$ cat src/rtl/capture_result_fifo.sv
`default_nettype none
// ============================================================================
// Module      : capture_result_fifo
// Description : Capture stage that sits after ComplexSequentialModule.
//               On request it samples vector_out, test_out and the three
//               logic outputs into a first-word-fall-through FIFO. A host
//               drains the FIFO through a valid/ready port. A run-control FSM
//               gates capture. If a capture arrives while the FIFO is full,
//               the FSM moves to HALT and sets a sticky overflow flag, so a
//               lost result is always reported.
// Optional    : define SIGNATURE_EN to build the 16-bit MISR over accepted
//               captures. Without it, the signature port is tied to zero.
// Ports       : clk, reset (async, active-high)
//               start/stop/clear  - run control (clear also flushes)
//               cap_valid/cap_ready, vector_out_in, test_out_in, logic_in
//               rd_valid/rd_ready/rd_data - FWFT read port
//               level, overflow, state_o, signature - status
// Revision    : 1.0 - initial release
// ============================================================================
module capture_result_fifo #(
    parameter int DATA_W = 8,
    parameter int DEPTH  = 8,
    parameter int AW     = 3
) (
    input  logic                  clk,
    input  logic                  reset,
    input  logic                  start,
    input  logic                  stop,
    input  logic                  clear,
    input  logic                  cap_valid,
    input  logic [DATA_W-1:0]     vector_out_in,
    input  logic [DATA_W-1:0]     test_out_in,
    input  logic [2:0]            logic_in,
    output logic                  cap_ready,
    output logic                  rd_valid,
    input  logic                  rd_ready,
    output logic [2*DATA_W+2:0]   rd_data,
    output logic [AW:0]           level,
    output logic                  overflow,
    output logic [1:0]            state_o,
    output logic [15:0]           signature
);

    localparam logic [1:0] c_ST_IDLE = 2'b00;
    localparam logic [1:0] c_ST_RUN  = 2'b01;
    localparam logic [1:0] c_ST_HALT = 2'b10;
    localparam int         c_ENTRY_W = 2 * DATA_W + 3;

    logic [1:0]           r_state;
    logic [AW-1:0]        r_wr_ptr;
    logic [AW-1:0]        r_rd_ptr;
    logic [AW:0]          r_level;
    logic                 r_overflow;
    logic [c_ENTRY_W-1:0] r_mem [DEPTH];

    logic                 w_full;
    logic                 w_empty;
    logic                 w_cap_ready;
    logic                 w_wr_en;
    logic                 w_rd_en;
    logic                 w_ovf_evt;
    logic [c_ENTRY_W-1:0] w_entry;

    // Full and empty come from the occupancy count. Pointer equality cannot
    // tell a full FIFO from an empty one.
    assign w_full      = (r_level == (AW+1)'(DEPTH));
    assign w_empty     = (r_level == '0);
    assign w_cap_ready = (r_state == c_ST_RUN) && !w_full;

    // clear overrides every other request in the same cycle.
    assign w_wr_en   = !clear && cap_valid && w_cap_ready;
    assign w_rd_en   = !clear && rd_ready && !w_empty;
    assign w_ovf_evt = !clear && cap_valid && w_full && (r_state == c_ST_RUN);

    assign w_entry = {vector_out_in, test_out_in, logic_in};

    // ------------------------------------------------------------------
    // Run-control FSM and sticky overflow flag
    // ------------------------------------------------------------------
    always_ff @(posedge clk or posedge reset) begin
        if (reset) begin
            r_state    <= c_ST_IDLE;
            r_overflow <= 1'b0;
        end else if (clear) begin
            r_state    <= c_ST_IDLE;
            r_overflow <= 1'b0;
        end else begin
            if (w_ovf_evt) begin
                r_overflow <= 1'b1;
            end
            case (r_state)
                c_ST_IDLE: if (start) r_state <= c_ST_RUN;
                // stop takes priority over an overflowing capture.
                c_ST_RUN: begin
                    if (stop) begin
                        r_state <= c_ST_IDLE;
                    end else if (w_ovf_evt) begin
                        r_state <= c_ST_HALT;
                    end
                end
                // HALT is left only through clear.
                c_ST_HALT: r_state <= c_ST_HALT;
                default:   r_state <= c_ST_IDLE;
            endcase
        end
    end

    // ------------------------------------------------------------------
    // Pointers and occupancy
    // ------------------------------------------------------------------
    always_ff @(posedge clk or posedge reset) begin
        if (reset) begin
            r_wr_ptr <= '0;
            r_rd_ptr <= '0;
            r_level  <= '0;
        end else if (clear) begin
            r_wr_ptr <= '0;
            r_rd_ptr <= '0;
            r_level  <= '0;
        end else begin
            if (w_wr_en) r_wr_ptr <= r_wr_ptr + AW'(1);
            if (w_rd_en) r_rd_ptr <= r_rd_ptr + AW'(1);
            case ({w_wr_en, w_rd_en})
                2'b10:   r_level <= r_level + (AW+1)'(1);
                2'b01:   r_level <= r_level - (AW+1)'(1);
                default: r_level <= r_level;
            endcase
        end
    end

    // Storage is not reset and is not scrubbed. The reset and clear paths
    // zero the occupancy count, so stale words are never presented.
    always_ff @(posedge clk) begin
        if (w_wr_en) begin
            r_mem[r_wr_ptr] <= w_entry;
        end
    end

    // ------------------------------------------------------------------
    // Optional MISR over accepted captures
    // ------------------------------------------------------------------
`ifdef SIGNATURE_EN
    logic [15:0] r_sig;
    logic [15:0] w_sig_data;

    assign w_sig_data = 16'({vector_out_in, test_out_in});

    always_ff @(posedge clk or posedge reset) begin
        if (reset) begin
            r_sig <= 16'hFFFF;
        end else if (clear) begin
            r_sig <= 16'hFFFF;
        end else if (w_wr_en) begin
            r_sig <= ({r_sig[14:0], 1'b0} ^ (r_sig[15] ? 16'h1021 : 16'h0000))
                     ^ w_sig_data;
        end
    end

    assign signature = r_sig;
`else
    assign signature = 16'h0000;
`endif

    // ------------------------------------------------------------------
    // Outputs
    // ------------------------------------------------------------------
    assign cap_ready = w_cap_ready;
    assign rd_valid  = !w_empty;
    // The head entry is gated with !empty so rd_data reads zero out of reset.
    assign rd_data   = w_empty ? '0 : r_mem[r_rd_ptr];
    assign level     = r_level;
    assign overflow  = r_overflow;
    assign state_o   = r_state;

endmodule
`default_nettype wire

$ cat config.mk
export PLATFORM = sky130hd
export DESIGN_NAME = capture_result_fifo
export DESIGN_NICKNAME = d
export VERILOG_FILES = /design/src/rtl/capture_result_fifo.sv
export SDC_FILE = /design/constraint.sdc
export NUM_CORES = 1
export LEC_CHECK = 0
export CORE_MARGIN = 10
export CORE_UTILIZATION = 35
export CTS_BUF_LIST = sky130_fd_sc_hd__clkbuf_2
export DETAILED_ROUTE_END_ITERATION = 10
export GPL_TIMING_DRIVEN = 0
export PLACE_DENSITY = 0.62
export SYNTH_ARGS = -nofsm -noshare
export SYNTH_HDL_FRONTEND = slang
export SYNTH_SLANG_ARGS = --single-unit
$ cat constraint.sdc
create_clock -name clk -period 5.5 [get_ports clk]
set_input_delay 1.1 -clock clk [delete_from_list [all_inputs] [get_ports clk]]
set_output_delay 1.1 -clock clk [all_outputs]
set_load 0.05 [all_outputs]
# Yosys cells after proc, flatten, opt, wreduce, memory -nomap -nowiden
# Memories as Yosys holds them, arrays and structs flattened.
# Index checks and enable logic that the tools add are counted.
[totals]
ff_bits = 13
mem_bits_rw = 152
word_cells = 50
n_memories = 1
[memory_table]
columns = ["name", "depth", "word_bits", "read_ports", "rd_ports_with_merged_regs", "write_ports", "line", "rtl"]
rows = [
  ["r_mem", 8, 19, 1, 0, 1, "54", "logic [c_ENTRY_W-1:0] r_mem [DEPTH];"],
]
[classes]
add_sub_neg = 4
eq_ne = 7
muxes = 16
n_reduce_logical = 17
[op_table]
columns = ["cell", "count"]
rows = [
  ["two-way mux 19 bit", 1],
  ["two-way mux 3 bit", 4],
  ["two-way mux 2 bit", 4],
  ["case mux 4 bit (2 select lines)", 1],
  ["logical AND 1 bit", 7],
  ["adder 3 x 1 -> 3 bit, second input constant", 2],
  ["case mux 2 bit (3 select lines)", 1],
  ["nonzero test 2 bit", 3],
  ["adder 4 x 1 -> 4 bit, second input constant", 1],
  ["== test 2 x 1 -> 1 bit, second input constant", 2],
  ["== test 2 bit, second input constant", 2],
  ["== test 4 bit, second input constant", 1],
  ["zero test 4 bit", 1],
  ["two-way mux 1 bit", 4],
  ["two-way mux 4 bit", 1],
  ["!= test 4 bit, second input constant", 1],
  ["subtractor 4 x 1 -> 4 bit, second input constant", 1],
  ["zero test 1 bit", 3],
  ["!= test 3 bit, second input constant", 1],
  ["nonzero test 3 bit", 1],
  ["zero test 2 bit", 1],
  ["AND reduction 2 bit", 1],
]

# Depth between registers and ports, before layout
[depth]
depth_word = 8
mapped_depth = 10
depth_no_buf = 9

# Least setup slack after synthesis
# Ideal clock, no wire load.
[synth_timing]
path_kind = "register to register"
startpoint = "reg r_level[0], in the netlist level[0]"
endpoint = "mem r_mem[2][0] in the netlist's numbering (enable)"
setup_time_ns = 0.419
t_arrival_ns = 3.955
required_ns = 5.081
slack_ns = 1.126
path_stages_with_launch = 6
path_buffers = 1
cell_sequence = "dfrtp_1 > buf_6 > nor4b_4 > nor3b_1 > nand3_1 > nor3_1"
[synth_via]
elab_chain_cells = 6
[synth_rtl]
columns = ["element", "line", "rtl"]
rows = [
  ["start, declared", "52", "logic [AW:0] r_level;"],
  ["start signal, assigned", "124", "2'b10: r_level <= r_level + (AW+1)'(1);"],
  ["start signal, assigned", "125", "2'b01: r_level <= r_level - (AW+1)'(1);"],
  ["start signal, assigned", "126", "default: r_level <= r_level;"],
  ["== test 4 bit", "66", "assign w_full = (r_level == (AW+1)'(DEPTH));"],
  ["zero test 1 bit", "68", "assign w_cap_ready = (r_state == c_ST_RUN) && !w_full;"],
  ["logical AND 1 bit", "68", ""],
  ["via cap_ready", "34", "output logic cap_ready,"],
  ["logical AND 1 bit", "71", "assign w_wr_en = !clear && cap_valid && w_cap_ready;"],
  ["two-way mux 1 bit", "134", "if (w_wr_en) begin"],
  ["two-way mux 1 bit (not written as such)", "135", "r_mem[r_wr_ptr] <= w_entry;"],
  ["end, declared", "54", ""],
]
# The timed path passes the listed nets, and every way through them passes these cells.

# Final worst setup path
[layout_timing]
startpoint = "reg r_rd_ptr[0]"
endpoint = "out rd_data[6]"
[layout_via]
elab_chain_cells = 2
[layout_rtl]
columns = ["element", "line", "rtl"]
rows = [
  ["start, declared", "51", "logic [AW-1:0] r_rd_ptr;"],
  ["start signal, assigned", "122", "if (w_rd_en) r_rd_ptr <= r_rd_ptr + AW'(1);"],
  ["memory read (8 x 19 bit)", "n/a", ""],
  ["two-way mux 19 bit", "170", "assign rd_data = w_empty ? '0 : r_mem[r_rd_ptr];"],
  ["end, declared", "37", "output logic [2*DATA_W+2:0] rd_data,"],
]
# No other way between the ends.

==> summary by stage <==
STA
The hold violation total from the final report is 0. The number of endpoints failing setup at the final stage is 0. Setup repair after global routing left no endpoint under its margin. The final worst hold slack is 0.542 ns.

The slew of the pin with the lowest slew margin is 1.00 ns. The routed design could run at a clock period as short as 4.37 ns. Measured against its own limit, the worst slew margin works out to 33.0%. In the finished design, the share of the clock period the worst path needs comes to 79.4%.

The final-report max-slew violation count is 0. Summed over all failing endpoints, the final setup total negative slack is 0 ns. Across the routed clock network, the largest skew measured is 0.0323 ns.

The maximum clock frequency is 229 MHz.

Detailed routing
Before antenna repair, the detailed router went through 4 iterations. The post-detailed-route wirelength per cell is 19.3 µm. Once detail routing completed, the nets flagged for antenna violations numbered 0.

After the first detailed-routing iteration, the DRC count stood at 280. The total detailed-routing wirelength is 13900 µm. The number of vias per cell after detailed routing is 4.74. The total via count after detailed routing is 3414.

For this run, design rule violations remaining after detail routing come to 0.

Cells and area
The top cell types in the final layout, fill and taps aside, are edfxtp_1 (152), clkdlybuf4s50_1 (52), mux4_2 (38). The commonest non-fill, non-tap cell in the layout is edfxtp_1. The proportion of layout cells with a drive suffix above 1 is 26.5%.

Once layout is complete, the cells apart from fillers number 720. Counting the fill cells in the layout gives 1700. Compared with the post-synthesis result, the final layout area differs by 18.3%. Cells fill 42.6% of the core in the end. The number of antenna diodes in the final layout is 0. The layout net count is 477.

Global route
The first global-routing pass estimated 21700 µm of wire. The remaining global-route overflow is 0. The largest net degree at the start of global routing is 17. The aggregate global-route resource usage is 11.3%. The number of global-route vias before repair came to 3701. The number of antenna violations at the first check in global routing is 0.

Floorplanning
The core region is 18900 µm². The starting utilization of the core area is 36.0%. The floorplan step set the die height to 159 µm. The floorplan row count is 50. From left edge to right edge, the die measures 159 µm.

The number of placed I/O pins is 70. The die outline area is 25400 µm².

Synth
Counting flops and latches in the post-synthesis netlist gives 165. The synthesized area per cell is 19.4 µm². The share of async-settable or async-resettable flops after synthesis is 7.88%. In this run, synthesis inferred 152 flip-flops with an integrated enable. The share of the yosys chip area belonging to registers is 72.0%. The largest area contributor in the synthesized netlist is edfxtp_1. After synthesis, the cell types taking the most area are edfxtp_1 (67%), mux4_2 (13%), dfrtp_1 (4.8%), mux2i_1 (3.1%), buf_4 (2.0%). In the synthesized netlist the dominant register cell turns out to be edfxtp_1.

The number of warnings printed during yosys synthesis is 0. The cell count after synthesis came out at 351. In this run the biggest area consumer among cell types represents 67.2% of the synthesized area. In this run the cell area of the synthesized design comes to 6790 µm². The distinct cell type count after synthesis is 44.

Power
The leakage power total is 2.59 nW. The power per unit of standard cell area is 388 nW/µm². The maximum VDD drop is 0.127 mV.

Placed design
Once placement completed, the tool counted placed cells totaling 688. The HPWL after detailed placement is 9470 µm. The congestion estimate from routability-driven global placement came to 0.709. The number of buffers inserted by port buffering is 52.

Clock network
The clock transition time at the flip-flop clock pins of the worst setup and hold paths is 0.24 ns. CTS placed an instance of clkbuf_2 at the clock tree root. In this run, post-CTS repair resized a total of 0 instances.

CTS built an H-tree with a depth of 4. The buffers inserted during post-CTS setup optimization is 0. The CTS tree is done.

In this run, post-CTS hold repair placed 0 buffers. Counting along the longest clock path gives a buffer depth of 2. In this run, CTS created clock tree buffers numbering 17. The insertion delay of the later-clocked pin in the worst-skew pair is 0.72 ns. The clock sink count is 165.

Setup path
The type of the setup path with the least slack is flip-flop to output pin. The worst-path maximum fanout is 10. The largest individual stage delay along the critical path comes from the cell clkdlybuf4s50_1. For the worst setup path, the data arrival time is 3.27 ns.

The library cell appearing most often on the critical path is buf_4. Traced cell by cell, the critical path runs through buf_4, buf_4, mux4_2, mux2i_1, nor2_1, clkdlybuf4s50_1. The worst setup path is launched from a flip-flop. The worst setup path is captured at an output pin.

On the worst path, the slowest cell contributes a delay of 0.75 ns. The required time at the endpoint of the critical path is 4.40 ns. The reg-to-reg setup timing slack is 2.70 ns.

Min path
The worst hold path belongs to the class flip-flop to flip-flop.

Run
The max-capacitance violation count is 0.

Outcome
The flow ran to the end, and the final reports show no timing, DRC or antenna violations.
==> path summary, 6_finish.rpt <==
path | start | end | cells after the start
setup / recovery | r_rd_ptr[0] | rd_data[6] | 6
hold / removal | overflow | overflow | 1
setup reg to reg | level[2] | r_mem[4][15] | 5
hold reg to reg | overflow | overflow | 1
max in group asynchronous | reset | level[0] | 2
min in group asynchronous | reset | level[3] | 2
==> registers in the layout (all words and copies together) (netlist names) <==
name	flops
r_rd_ptr	3
overflow	1
r_mem	152
level	4
state_o	2
r_wr_ptr	3
==> cell type report <==
type | instances | area, µm² | area share (%)
inverters | 3 | 11.3 | 0.140
flip-flops and latches | 165 | 4890 | 60.8
clock buffers | 18 | 90.1 | 1.12
repair buffers | 62 | 644 | 8.01
plain buffers | 33 | 215 | 2.68
clock inverters | 14 | 105 | 1.31
multi-input cells | 165 | 1760 | 21.9
well taps | 260 | 325 | 4.05
==> metrics by stage <==
step | power [W] | setup slack (ns) | cell area (µm²)
final | 0.00312 | 1.13 | 8040
after global routing | 0.00328 | 0.838 | 8040
after CTS | 0.00316 | 1.01 | 8040
after detailed placement | 0.00263 | 1.87 | 7850
after global placement | 0.00261 | 0.169 | 7700
after floorplan | 0.00226 | 1.13 | 6850
==> synth_stat cells (2+ instances only) <==
| master | n |
|---|---|
| edfxtp_1 | 152 |
| mux4_2 | 38 |
| nor2_1 | 33 |
| mux2i_1 | 21 |
| buf_4 | 18 |
| dfrtp_1 | 13 |
| clkbuf_1 | 7 |
| a21oi_1 | 5 |
| buf_2 | 4 |
| ha_1 | 4 |
| nand2_1 | 4 |
| nand3_1 | 4 |
| xor2_1 | 4 |
| inv_1 | 3 |
| nand2b_1 | 3 |
| nand3b_1 | 3 |
| nor3_1 | 3 |
| a21o_2 | 2 |
| and3b_1 | 2 |
| buf_1 | 2 |
| nor2b_1 | 2 |
| xnor2_1 | 2 |
==> routing by layer <==
metal  share of wire, %  routed length, µm  track usage (%)  vias to the layer above
li1                   -                  -                -                     1558
met1                 41               5740             13.3                     1740
met2                 51               7130             19.0                      100
met3                6.1                845             3.67                       16
met4                1.2                162             3.92                        0
met5                  0                  0                0                        -
==> worst max-delay path, delay by kind of cell, from the launching register on <==
family,cells,cell delay (ns)
buffers and inverters,3,1.33
flip-flops,1,0.46
multiplexers,2,0.70
AND/OR/NAND/NOR,1,0.06
==> report_power, final <==
part | switching, W | internal, W | total [W]
logic | 0.000727 | 0.000441 | 0.00117
clock network | 0.000416 | 0.000123 | 0.000539
registers | 0.0000224 | 0.00139 | 0.00141
==> logic make-up after synthesis <==
group | share of synthesized area [%]
AND/OR/NAND/NOR | 5.06
AO/OA/AOI/OAI | 2.15
multiplexers | 15.9
XOR/XNOR | 0.773
flip-flops | 72.0
other | 0.0552
adder cells (fa/ha/maj) | 0.737
buffers and inverters | 3.33
Note: power is estimated with default switching activity, not from simulation.
